==> src/rtl/mem_bridge_pkg.sv <==
// mem_bridge_pkg: shared types and defaults for the memory wait bridge.
// Holds the FSM state encoding and the default WIDTH / TIMEOUT values.
package mem_bridge_pkg;

  typedef enum logic [1:0] {
    IDLE = 2'd0,
    REQ  = 2'd1,
    DONE = 2'd2
  } state_t;

  localparam int DEF_WIDTH   = 8;
  localparam int DEF_TIMEOUT = 15;

endpackage

==> src/rtl/mem_wait_bridge_ctr.sv <==
// bus_timeout_ctr: counts REQ cycles without ack; expired flags the last one.
// Ports: clk, rst (async high), clear, enable, expired.
module bus_timeout_ctr
  import mem_bridge_pkg::*;
#(
  parameter int TIMEOUT = DEF_TIMEOUT
) (
  input  logic clk,
  input  logic rst,
  input  logic clear,
  input  logic enable,
  output logic expired
);

  localparam int CW = $clog2(TIMEOUT + 1);

  logic [CW-1:0] cnt;

  // cnt holds the number of ack-less REQ cycles already completed,
  // so the cycle seeing TIMEOUT-1 is the TIMEOUT-th waiting cycle.
  assign expired = enable && (cnt == CW'(TIMEOUT - 1));

  always_ff @(posedge clk or posedge rst) begin
    if (rst) begin
      cnt <= '0;
    end else if (clear) begin
      cnt <= '0;
    end else if (enable && !expired) begin
      cnt <= cnt + CW'(1);
    end
  end

endmodule

==> src/rtl/mem_wait_bridge.sv <==
// mem_wait_bridge: stalls a single-cycle core while a wait-state bus completes.
// Ports: core side memread/memwrite/adr/writedata -> memdata/stall;
// bus side bus_req/bus_we/bus_addr/bus_wdata, bus_rdata/bus_ack in, bus_err.
// Optional timeout abort enabled by defining MEM_TIMEOUT_EN.
module mem_wait_bridge
  import mem_bridge_pkg::*;
#(
  parameter int WIDTH   = DEF_WIDTH,
  parameter int TIMEOUT = DEF_TIMEOUT
) (
  input  logic             clk,
  input  logic             rst,
  input  logic             memread,
  input  logic             memwrite,
  input  logic [WIDTH-1:0] adr,
  input  logic [WIDTH-1:0] writedata,
  output logic [WIDTH-1:0] memdata,
  output logic             stall,
  output logic             bus_req,
  output logic             bus_we,
  output logic [WIDTH-1:0] bus_addr,
  output logic [WIDTH-1:0] bus_wdata,
  input  logic [WIDTH-1:0] bus_rdata,
  input  logic             bus_ack,
  output logic             bus_err
);

  if (TIMEOUT < 1) begin : g_bad_timeout
    $error("TIMEOUT must be at least 1");
  end

  state_t           state;
  logic [WIDTH-1:0] rdata_q;
  logic             start;
  logic             expired;

  assign start   = (state == IDLE) && (memread || memwrite);
  assign stall   = start || (state == REQ);
  assign memdata = rdata_q;

`ifdef MEM_TIMEOUT_EN
  bus_timeout_ctr #(
    .TIMEOUT (TIMEOUT)
  ) u_ctr (
    .clk     (clk),
    .rst     (rst),
    .clear   (start),
    .enable  ((state == REQ) && !bus_ack),
    .expired (expired)
  );

  // Sticky: only a reset clears it.
  always_ff @(posedge clk or posedge rst) begin
    if (rst) begin
      bus_err <= 1'b0;
    end else if (expired) begin
      bus_err <= 1'b1;
    end
  end
`else
  assign expired = 1'b0;
  assign bus_err = 1'b0;
`endif

  // bus_addr / bus_wdata double as the latched request registers;
  // bus_we doubles as the latched write flag while in REQ.
  always_ff @(posedge clk or posedge rst) begin
    if (rst) begin
      state     <= IDLE;
      bus_req   <= 1'b0;
      bus_we    <= 1'b0;
      bus_addr  <= '0;
      bus_wdata <= '0;
      rdata_q   <= '0;
    end else begin
      case (state)
        IDLE: begin
          if (memread || memwrite) begin
            bus_addr  <= adr;
            bus_wdata <= writedata;
            bus_we    <= memwrite;
            bus_req   <= 1'b1;
            state     <= REQ;
          end
        end
        REQ: begin
          // ack wins over a coincident timeout.
          if (bus_ack) begin
            if (!bus_we) rdata_q <= bus_rdata;
            bus_req <= 1'b0;
            bus_we  <= 1'b0;
            state   <= DONE;
          end else if (expired) begin
            if (!bus_we) rdata_q <= '1;
            bus_req <= 1'b0;
            bus_we  <= 1'b0;
            state   <= DONE;
          end
        end
        DONE: begin
          state <= IDLE;
        end
        default: begin
          bus_req <= 1'b0;
          bus_we  <= 1'b0;
          state   <= IDLE;
        end
      endcase
    end
  end

endmodule

==> config.mk <==
export PLATFORM = sky130hd
export DESIGN_NAME = mem_wait_bridge
export DESIGN_NICKNAME = d
export VERILOG_FILES = /design/src/rtl/mem_bridge_pkg.sv /design/src/rtl/mem_wait_bridge_ctr.sv /design/src/rtl/mem_wait_bridge.sv
export SDC_FILE = /design/constraint.sdc
export NUM_CORES = 1
export LEC_CHECK = 0
export CAP_MARGIN = 20
export CELL_PAD_IN_SITES_DETAIL_PLACEMENT = 2
export CELL_PAD_IN_SITES_GLOBAL_PLACEMENT = 2
export CORE_ASPECT_RATIO = 1.2
export CORE_UTILIZATION = 44
export CTS_BUF_LIST = sky130_fd_sc_hd__clkbuf_4
export CTS_CLUSTER_SIZE = 24
export DETAILED_ROUTE_END_ITERATION = 16
export DONT_BUFFER_PORTS = 1
export GPL_TIMING_DRIVEN = 1
export PLACE_DENSITY_LB_ADDON = 0.1
export SETUP_SLACK_MARGIN = 0.1
export SYNTH_ARGS = -nofsm -noshare
export SYNTH_HDL_FRONTEND = slang
export SYNTH_HIERARCHICAL = 1
export SYNTH_SLANG_ARGS = --single-unit
==> constraint.sdc <==
create_clock -name clk -period 2.6 [get_ports clk]
set_input_delay 0.52 -clock clk [delete_from_list [all_inputs] [get_ports clk]]
set_output_delay 0.52 -clock clk [all_outputs]
set_load 0.02 [all_outputs]
==> reports/qor.yml <==
outcome: "finished, final reports clean"
cp_data_required_time_ns: 2.08
cp_slowest_cell: "dfrtp_1"
use_met2_pct: 30.53
cts_hold_buffers: 0
synth_commonest_cells: "dfrtp_1 (28), mux2_2 (15), mux2_4 (9)"
wl_per_cell_um: 20.11
grtUsageMet1_pct: 17.26
path_max_fanout: 7
rows: 20
reg2reg_slack_ns: 0.89
hold_viol: 0
synth-seq-cells: 28
core_area_um2: 2527
cp-end-kind: "output port"
synth_ff_type: "dfrtp_1"
cp_data_arrival_time_ns: 1.35
p_clk_share_pct: 10.6
async_flop_share_pct: 100.0
drt-total-wl_mm: 2.172
p_leak_nw: 0.5264
hp-class: "in -> async"
setup_tns_ns: 0
vias: 590
fmax_mhz: 533.9
cts_buffers: 3
setup_viol: 0
cts-root-buf: "clkbuf_4"
syn_nets: 103
grt_pass1_wl_mm: 3.477
yosys_warnings: 6
ys_types: 19
antenna_found_initial: 0
power_density_nw_per_um2: 1333
route.detailed.drc: 0
first_pass_iters: 3
die_height_um: 58.55
gp_congestion: 0.7112
cts_setup_buffers: 0
ys_seq_area_share_pct: 59.77
overflow: 0
syn_inst: 74
grt_max_degree: 29
rsz0062_at_grt: "false"
fin_skew_ns: 0.001828
clk_pin_slew_ns: 0.13
synth_edf_count: 0
peakVddDrop_uv: 619.5
grt_busiest_layer: "met2"
netSwitchingPower_w: 0.0006699
cts_sinks: 28
ctsLongestPathBuffers: 2
slowest_delay_ns: 0.50
dpl.hpwl_mm: 1.685
synthTopCellsByArea: "dfrtp_1 (60%), mux2_2 (14%), mux2_4 (12%)"
cts_resized: 0
slew_violations: 0
syn_area_per_cell_um2: 15.84
syn_to_final_growth_pct: 2.775
viasPerCell: 5.463
max-cap-violations: 0
synth_area_leader_cell: "dfrtp_1"
layout.nets: 106
htreeDepth: 1
initial_utilization_pct: 46.39
power_frac_seq_pct: 66.6
grt_pass1_vias: 703
combPwrFrac_pct: 22.8
critPathLaunchType: "flip-flop"
final_util_pct: 47.67
die-area_um2: 2876
met3_usage_pct: 5.168
ios: 57
p_int_w: 0.0009366
drt_iter0_drc: 11
grtUsageTotal_pct: 16.79
fin_crit_sh_pct: 72.04
worstSkewPairLatency_ns: 0.31
final_antenna_net_count: 0
crit_chain: "nor3_1, nor2_1"
port_buffers: 0
yosysMostFrequentCell: "dfrtp_1"
drive_above_1_share_pct: 41.33
synth_top_cell_area_share_pct: 59.77
cts_tree: "done"
diodes: 0
synth_area_um2: 1172
switching_share_pct: 41.70
die_x_um: 49.12
path_class: "reg -> out"
min_period_ns: 1.873
[registers in the layout, summed over array words and instances (netlist names)]
signal and flops:
bus_addr 8, bus_wdata 8, memdata 8, state 2, bus_req 1, bus_we 1
[critical path: cells and delay by family (launching register included)]
family,cells,cell delay (ns)
simple gates,2,0.53
flops,1,0.50
[power groups by stage]
stage          Sequential, W  Clock (W)  Combinational [W]
5_1_grt              0.00110   0.000196           0.000402
3_5_place_dp         0.00109          0           0.000376
2_1_floorplan        0.00101          0           0.000368
3_3_place_gp         0.00107          0           0.000351
4_1_cts              0.00108   0.000179           0.000376
6_report             0.00107   0.000170           0.000367
[worst paths after layout]
path                                     startpoint                  endpoint  depth (start not counted)
max                            state[0]$_DFFE_PP0P_                     stall                          2
min                                             rst    memdata[0]$_DFFE_PP0P_                          2
max in group asynchronous                       rst  bus_wdata[6]$_DFFE_PP0P_                          2
min in group clk                            bus_ack      state[0]$_DFFE_PP0P_                          1
min reg2reg                bus_wdata[1]$_DFFE_PP0P_  bus_wdata[1]$_DFFE_PP0P_                          1
max reg2reg                    state[1]$_DFFE_PP0P_   bus_addr[7]$_DFFE_PP0P_                          3
[layer usage]
metal	wire length (um)	part of all wire, %	up-vias
met5	0	0	-
met2	1182	54	31
met4	17	0.78	0
met1	784	36	303
met3	188	8.7	2
li1	-	-	254
[through the flow]
stage	hold WS, ns	cell area (um^2)	std cells	setup WS [ns]	total power [W]
after detailed placement	0.4997	1182	105	0.8717	0.001462
after floorplan	0.5347	1172	74	1.133	0.001380
after global routing	0.1475	1205	108	0.6304	0.001695
final	0.1336	1205	108	0.7270	0.001607
after CTS	0.1329	1205	108	0.7131	0.001633
after global placement	0.4953	1182	105	0.9403	0.001423
[layout make-up]
class / count / area [um^2]
well taps: 33 / 41.29
inverters: 1 / 3.754
flip-flops and latches: 28 / 700.7
fillers: 248 / 1323
repair buffers: 2 / 15.01
clock buffers: 3 / 22.52
multi-input cells: 41 / 421.7
[cell usage in the layout (no fill, tap or decap)]
| master | instances |
|---|---|
| mux2i_1 | 1 |
| nand2_1 | 1 |
| mux2_4 | 9 |
| buf_4 | 2 |
| nand2b_1 | 1 |
| nand3b_1 | 1 |
| nor2b_1 | 2 |
| inv_1 | 1 |
| a211oi_1 | 1 |
| nor3_1 | 1 |
| nor3_4 | 2 |
| clkbuf_4 | 3 |
| nor2_1 | 4 |
| a211o_1 | 1 |
| mux2_2 | 15 |
| o21ai_0 | 1 |
| conb_1 | 1 |
| dfrtp_1 | 28 |
[logic make-up (layout without fill, tap and decap cells)]
group,Yosys count,in the layout,synth area share (%)
other cells,1,1,0.3199
mux,25,25,26.79
buf+inv,5,6,4.268
compound gates,3,3,1.814
simple gates,12,12,7.043
flops,28,28,59.77
Note: power is estimated with default switching activity, not from simulation.
